<file path="src/rtl/srt_div_arbiter.sv">
// rtl/srt_div_arbiter.sv - two-requester round-robin front end for a shared multi-cycle divider
module srt_div_arbiter #(
    parameter int DATA_WIDTH  = 8,
    parameter int DIV_LATENCY = 7
) (
    input  logic                  clk,
    input  logic                  reset_n,
    input  logic                  req0_valid,
    input  logic [DATA_WIDTH-1:0] req0_dividend,
    input  logic [DATA_WIDTH-1:0] req0_divisor,
    output logic                  req0_ready,
    input  logic                  req1_valid,
    input  logic [DATA_WIDTH-1:0] req1_dividend,
    input  logic [DATA_WIDTH-1:0] req1_divisor,
    output logic                  req1_ready,
    output logic                  rsp_valid,
    input  logic                  rsp_ready,
    output logic                  rsp_id,
    output logic [DATA_WIDTH-1:0] rsp_quotient,
    output logic [DATA_WIDTH-1:0] rsp_remainder,
    output logic                  rsp_ov,
    output logic                  div_enable_out,
    output logic [DATA_WIDTH-1:0] div_dividend,
    output logic [DATA_WIDTH-1:0] div_divisor,
    input  logic [DATA_WIDTH-1:0] div_quotient,
    input  logic [DATA_WIDTH-1:0] div_remainder,
    input  logic                  div_ov_flag
);

    localparam int CNT_W = $clog2(DIV_LATENCY) + 1;

    typedef enum logic [3:0] {
        S_IDLE  = 4'b0001,
        S_ISSUE = 4'b0010,
        S_WAIT  = 4'b0100,
        S_RESP  = 4'b1000
    } state_t;

    state_t                r_state;
    logic                  r_last_grant;
    logic                  r_req_id;
    logic [CNT_W-1:0]      r_cnt;
    logic [DATA_WIDTH-1:0] r_dividend;
    logic [DATA_WIDTH-1:0] r_divisor;

    logic                  w_accept;
    logic                  w_grant1;
    logic [DATA_WIDTH-1:0] w_sel_dividend;
    logic [DATA_WIDTH-1:0] w_sel_divisor;

    // On a tie the requester that did not win last time gets the grant.
    assign w_grant1       = req1_valid && (!req0_valid || !r_last_grant);
    assign w_accept       = (r_state == S_IDLE) && (req0_valid || req1_valid);
    assign req0_ready     = w_accept && !w_grant1;
    assign req1_ready     = w_accept && w_grant1;
    assign w_sel_dividend = w_grant1 ? req1_dividend : req0_dividend;
    assign w_sel_divisor  = w_grant1 ? req1_divisor  : req0_divisor;

    assign div_dividend   = r_dividend;
    assign div_divisor    = r_divisor;

    always_ff @(posedge clk or negedge reset_n) begin
        if (!reset_n) begin
            r_state        <= S_IDLE;
            r_last_grant   <= 1'b1;
            r_req_id       <= 1'b0;
            r_cnt          <= '0;
            r_dividend     <= '0;
            r_divisor      <= '0;
            rsp_valid      <= 1'b0;
            rsp_id         <= 1'b0;
            rsp_quotient   <= '0;
            rsp_remainder  <= '0;
            rsp_ov         <= 1'b0;
            div_enable_out <= 1'b0;
        end else begin
            div_enable_out <= 1'b0;
            case (r_state)
                S_IDLE: begin
                    if (w_accept) begin
                        r_dividend   <= w_sel_dividend;
                        r_divisor    <= w_sel_divisor;
                        r_req_id     <= w_grant1;
                        r_last_grant <= w_grant1;
                        // Divide-by-zero is answered locally without starting the divider.
                        if (w_sel_divisor == '0) begin
                            rsp_valid     <= 1'b1;
                            rsp_id        <= w_grant1;
                            rsp_quotient  <= '1;
                            rsp_remainder <= w_sel_dividend;
                            rsp_ov        <= 1'b1;
                            r_state       <= S_RESP;
                        end else begin
                            div_enable_out <= 1'b1;
                            r_state        <= S_ISSUE;
                        end
                    end
                end
                S_ISSUE: begin
                    r_cnt   <= CNT_W'(DIV_LATENCY);
                    r_state <= S_WAIT;
                end
                S_WAIT: begin
                    r_cnt <= r_cnt - CNT_W'(1);
                    if (r_cnt == CNT_W'(1)) begin
                        rsp_valid     <= 1'b1;
                        rsp_id        <= r_req_id;
                        rsp_quotient  <= div_quotient;
                        rsp_remainder <= div_remainder;
                        rsp_ov        <= div_ov_flag;
                        r_state       <= S_RESP;
                    end
                end
                S_RESP: begin
                    if (rsp_ready) begin
                        rsp_valid <= 1'b0;
                        r_state   <= S_IDLE;
                    end
                end
                default: begin
                    rsp_valid <= 1'b0;
                    r_state   <= S_IDLE;
                end
            endcase
        end
    end

endmodule

</file>
<file path="config.mk">
export PLATFORM = sky130hd
export DESIGN_NAME = srt_div_arbiter
export DESIGN_NICKNAME = d
export VERILOG_FILES = /design/src/rtl/srt_div_arbiter.sv
export SDC_FILE = /design/constraint.sdc
export NUM_CORES = 1
export LEC_CHECK = 0
export ABC_AREA = 0
export CELL_PAD_IN_SITES_DETAIL_PLACEMENT = 0
export CELL_PAD_IN_SITES_GLOBAL_PLACEMENT = 2
export CORE_MARGIN = 2
export CORE_UTILIZATION = 26
export CTS_CLUSTER_SIZE = 10
export DETAILED_ROUTE_END_ITERATION = 7
export DONT_BUFFER_PORTS = 1
export PLACE_DENSITY = 0.67
export SKIP_CTS_REPAIR_TIMING = 1
export SYNTH_ARGS = -nofsm -noshare
export SYNTH_HDL_FRONTEND = slang
export SYNTH_SLANG_ARGS = --single-unit
</file>
<file path="constraint.sdc">
create_clock -name clk -period 2.3 [get_ports clk]
set_input_delay 0 -clock clk [delete_from_list [all_inputs] [get_ports clk]]
set_output_delay 0 -clock clk [all_outputs]
set_load 0.02 [all_outputs]
</file>
After elaboration in Yosys (flattened, before gate mapping)
Cells that the tools add are included.
{"block": "word_totals", "register_bits": 46, "latch_bits": 0, "ramBits": 0, "rom_bits": 0, "inputBits": 54, "word_cells": 69, "mem_count": 0}
{"block": "op_classes", "addsub": 1, "n_mul": 0, "div_mod_pow": 0, "n_lt_le_gt_ge": 0, "eq_ne": 9, "shifts": 0, "n_mux": 30, "n_bitwise": 1, "n_reduce_logical": 16}
{"operator": "two-way mux 8 bit", "n": 8}
{"operator": "one-hot mux 8 bit (2 select lines)", "n": 2}
{"operator": "two-way mux 4 bit", "n": 4}
{"operator": "one-hot mux 4 bit (4 select lines)", "n": 1}
{"operator": "two-way mux 1 bit", "n": 11}
{"operator": "== test 4 x 1 -> 1 bit, second input constant", "n": 2}
{"operator": "logical NOT 8 bit", "n": 1}
{"operator": "one-hot mux 4 bit (2 select lines)", "n": 1}
{"operator": "!= test 2 bit, second input constant", "n": 3}
{"operator": "AND reduction 5 bit", "n": 1}
{"operator": "== test 4 x 2 -> 1 bit, second input constant", "n": 1}
{"operator": "== test 4 x 3 -> 1 bit, second input constant", "n": 1}
{"operator": "== test 4 bit, second input constant", "n": 1}
{"operator": "logical AND 1 bit", "n": 4}
{"operator": "one-hot mux 1 bit (2 select lines)", "n": 2}
{"operator": "one-hot mux 1 bit (4 select lines)", "n": 1}
{"operator": "AND reduction 4 bit", "n": 1}
{"operator": "nonzero test 2 bit", "n": 2}
{"operator": "subtractor 4 x 1 -> 4 bit, second input constant", "n": 1}
{"operator": "logical NOT 1 bit", "n": 3}
{"operator": "AND reduction 3 bit", "n": 1}
{"operator": "logical OR 1 bit", "n": 2}
{"operator": "!= test 2 x 1 -> 1 bit, second input constant", "n": 1}
{"operator": "AND reduction 2 bit", "n": 1}
{"operator": "NOT 1 bit", "n": 1}

Logic depth before layout (Yosys ltp)
{"block": "depth", "word_depth": 8, "ltp_mapped": 7, "mapped_depth_nobuf": 6}

Worst setup path before layout
No wires, ideal clock.
{"block": "synth_timing", "path_kind": "flip-flop to flip-flop", "from": "register r_state[0]", "to": "register rsp_remainder[0]", "setup_time_ps": 125, "t_arrival_ps": 1875, "t_required_ps": 2175, "slack_ps": 300, "path_stages_with_launch": 7, "path_buffers": 1, "period_less_slack_ps": 2000, "path_cell_list": "dfstp_2 or4b_1 buf_2 nor3_2 a211oi_4 o21ai_4 mux2_2"}
{"block": "synth_between", "elab_chain_cells": 4, "word_cells_on_any_way": 9}
{"item": "start: declaration", "line": "39", "rtl": "state_t r_state;"}
{"item": "start signal: assignment", "line": "64", "rtl": "r_state <= S_IDLE;"}
{"item": "start signal: assignment", "line": "92", "rtl": "r_state <= S_RESP;"}
{"item": "start signal: assignment", "line": "95", "rtl": "r_state <= S_ISSUE;"}
{"item": "== test 4 x 1 -> 1 bit", "line": "53, 78"}
{"item": "logical AND 1 bit", "line": "53", "rtl": "assign w_accept = (r_state == S_IDLE) && (req0_valid || req1_valid);"}
{"item": "!= test 2 bit (no source line)"}
{"item": "AND reduction 4 bit (no source line)"}
{"item": "end signal: assignment", "line": "90", "rtl": "rsp_remainder <= w_sel_dividend;"}
{"item": "end signal: assignment", "line": "109", "rtl": "rsp_remainder <= div_remainder;"}
{"item": "end: declaration", "line": "20", "rtl": "output logic [DATA_WIDTH-1:0] rsp_remainder,"}
Several ways; a longest one is shown, not always the timed one.
A chain may end at the register's enable or synchronous reset.

Final worst setup path
{"block": "layout_timing", "from": "register r_state[0]", "to": "output req0_ready"}
{"block": "layout_between", "elab_chain_cells": 3}
{"item": "== test 4 x 1 -> 1 bit", "line": "53"}
{"item": "logical AND 1 bit", "line": "53"}
{"item": "logical AND 1 bit", "line": "54", "rtl": "assign req0_ready = w_accept && !w_grant1;"}
{"item": "end: declaration", "line": "11", "rtl": "output logic req0_ready,"}
Every way passes these cells.

==> flow_summary_export.csv <==
group,metric,value,unit
run_status,outcome,"complete, but fails checks",
run_status,violations,"hold timing",
yosys,synth_ff_type,"dfrtp_1",
sta,max_clock_freq,461,MHz
yosys,synth_top_area_cell,"dfrtp_1",
worst_hold_path,hp-start,"req0_dividend[7]",
critical_path,r2r_slack,210,ps
critical_path,crit_type,"reg2out",
die,initial_utilization,26.9,%
critical_path,end_kind,"output pin",
yosys,post-synth-top-area-fraction,49.9,%
die,die_area,0.00924,mm²
yosys,synthAdderAreaFrac,1.13,%
yosys,ys_async_sr_fraction,100,%
yosys,yosys-mux-area-fraction,15.9,%
cts,clockBufferDepth,2,
yosys,yosys_warnings,0,
detailed_routing,via_per_inst,4.56,
power,powerDensity,1170,mW/mm²
yosys,syn-mean-instance-area,10.3,µm²
cts,clk_latency,300,ps
cts,cts_root_buffer,"clkbuf_8",
cts,htree_levels,2,
yosys,yosys.area_share.simple,13.4,%
yosys,synth_cell_types,35,
die,core-area,0.00822,mm²
detailed_routing,num_vias,1701,
sta,max_slew.worst_pin.slew,636,ps
grt,grt_pass1_wl,8050,µm
sta,slew_viol_final,0,
final_layout,fin_nets,323,
sta,grt_setup_unrepaired,"false",
yosys,ys_top_cells_by_count,"dfrtp_1, nand2_1, o21ai_0, mux2i_1, nor2_1",
yosys,synth_seq_cells,46,
cts,cts.sinks,46,
yosys,netlist_instances,214,
worst_hold_path,worstHoldPathCells,2,
grt,grt_max_degree,47,
detailed_routing,totalWireLength,5480,µm
power,vdd_drop_max,0.437,mV
final_layout,final_area,0.00297,mm²
power,finalPower,3.49,mW
final_layout,areaGrowthSynthToFinish,34.4,%
cts,numCtsBuffers,5,
yosys,synth_edf_count,0,
placed_design,gp_congestion,0.699,
yosys,synth_nets,270,
sta,setup_ws,131,ps
sta,whs,-51.4,ps
placed_design,dp_cells,317,
critical_path,crit_path_start_kind,"flip-flop",
yosys,yosysMostFrequentCell,"dfrtp_1",
yosys,synth_compound_area_share,12.2,%
critical_path,required,2300,ps
yosys,synth_top_family_by_area,"multiplexers",
placed_design,dp_slack,92.7,ps
sta,skew,8.74,ps
placed_design,port_buffers,0,
sta,period_needed,2170,ps
sta,setup_viol_count_final,0,
yosys,synthesis.area,0.00221,mm²
final_layout,instances_no_fill,373,
final_layout,antenna_cells,0,
grt,grt_remaining_overflow,0,
die,die_h,96.1,µm
grt,grt_pass1_vias,1636,
die,rows,33,
yosys,netlist_top_cells_area,"dfrtp_1, mux2i_1, o21ai_0, nand2_1, nor2_1",
final_layout,drive_gt1_share,11.9,%
worst_hold_path,worst_hold_path.endpoint,"div_dividend[7]$_DFFE_PN0P_",
detailed_routing,firstDrtPassIters,4,
sta,finalHoldViolations,2,
final_layout,fin_util,36.1,%
power,p_leak,1.36,nW
critical_path,worstPathArrival,2170,ps
cts,clkTransAtPathRegs,90,ps
die,ios,92,
placed_design,dp_hpwl,3710,µm
critical_path,critPathMaxFanout,37,
sta,period_share,94.3,%
grt,antenna_found_initial,0,
die,die_w,96.1,µm
grt,gr-usage-all-layers,11.4,%
yosys,ys_seq_area_share,52.3,%
placed_design,placed_area,0.00238,mm²
detailed_routing,dr.first_iter.drc_count,60,
critical_path,r2r-end,"rsp_id$_DFFE_PN0P_",
detailed_routing,wl_per_cell,14.7,µm
detailed_routing,drc_errors,0,
critical_path,reg2reg_from,"r_state[1]$_DFFE_PN0P_",
yosys,synthXorXnorAreaFrac,0.397,%
sta,relSlewSlack,57.0,%
run,cap_violations,0,
worst_hold_path,hold_path.class,"in2reg",
critical_path,reg2reg_depth,4,
detailed_routing,postRouteAntennaNets,0,
cts,cts_tree,"done",
-- worst max-delay path by stage --
| stage | from | end | cells after the start |
|---|---|---|---|
| after CTS | r_state[0]$_DFFE_PN1P_ | req0_ready | 5 |
| after detailed placement | r_state[0]$_DFFE_PN1P_ | rsp_remainder[2]$_DFFE_PN0P_ | 5 |
| final | r_state[0]$_DFFE_PN1P_ | req0_ready | 5 |
| after global placement | r_state[0]$_DFFE_PN1P_ | rsp_remainder[4]$_DFFE_PN0P_ | 5 |
| after global routing | r_state[0]$_DFFE_PN1P_ | req0_ready | 5 |
| after floorplan | r_state[0]$_DFFE_PN1P_ | rsp_remainder[0]$_DFFE_PN0P_ | 6 |
-- cell usage in the layout (no fill, tap or decap), drive strengths merged, types with 6 or more instances in the layout --
cell type    netlist  routed
clkbuf             6       6
o21ai             28      28
inv               13      13
buf                5      10
nor2              20      20
dlygate4sd3        0      47
mux2i             25      25
nand2             30      30
mux2               9       9
dfrtp             44      44
-- registers in the layout (all words and copies together), names as in the netlist, 4 cells and up --
name,count
rsp_remainder,8
rsp_quotient,8
r_cnt,4
r_state,4
div_divisor,8
div_dividend,8
-- critical path: stages (launching register included) --
cell	delay, ps
dfstp_2	590
or4b_4	540
o21bai_2	220
buf_4	240
nor2_1	120
buf_4	150
-- area by class of cell --
| cell class | count | area (µm²) |
|---|---|---|
| multi-input cells | 144 | 968 |
| clock buffers | 6 | 72.6 |
| clock inverters | 2 | 13.8 |
| flip-flops and latches | 46 | 1150 |
| well taps | 105 | 131 |
| inverters | 13 | 48.8 |
| fillers | 846 | 5250 |
| repair buffers | 57 | 578 |
-- stage by stage --
step           TNS (ps)  hold slack, ps
4_1_cts           -14.8            -626
3_5_place_dp          0            -294
6_report              0           -51.4
5_1_grt               0           -6.34
3_3_place_gp          0            -293
2_1_floorplan         0            -296
-- logic make-up (layout without fill, tap and decap cells) --
kind of cell / Yosys count / after routing
AND/OR/NAND/NOR: 65 / 65
flip-flops: 46 / 46
AO/OA/AOI/OAI: 42 / 42
multiplexers: 34 / 34
buffers and inverters: 24 / 78
adder cells (fa/ha/maj): 2 / 2
XOR/XNOR: 1 / 1
-- per-layer routing --
layer / global-route usage [%] / share of wire (%) / up-vias
li1: - / - / 833
met1: 14.4 / 42 / 798
met2: 17.4 / 48 / 66
met3: 5.56 / 9.5 / 4
met4: 3.21 / 0.66 / 0
met5: 0 / 0 / -
-- where the power goes --
part	total [mW]	switching, mW	internal (mW)
Combinational	1.26	0.622	0.636
Clock	0.492	0.277	0.215
Sequential	1.74	0.578	1.16
Total	3.49	1.48	2.01
(Power assumes the default switching activity.)
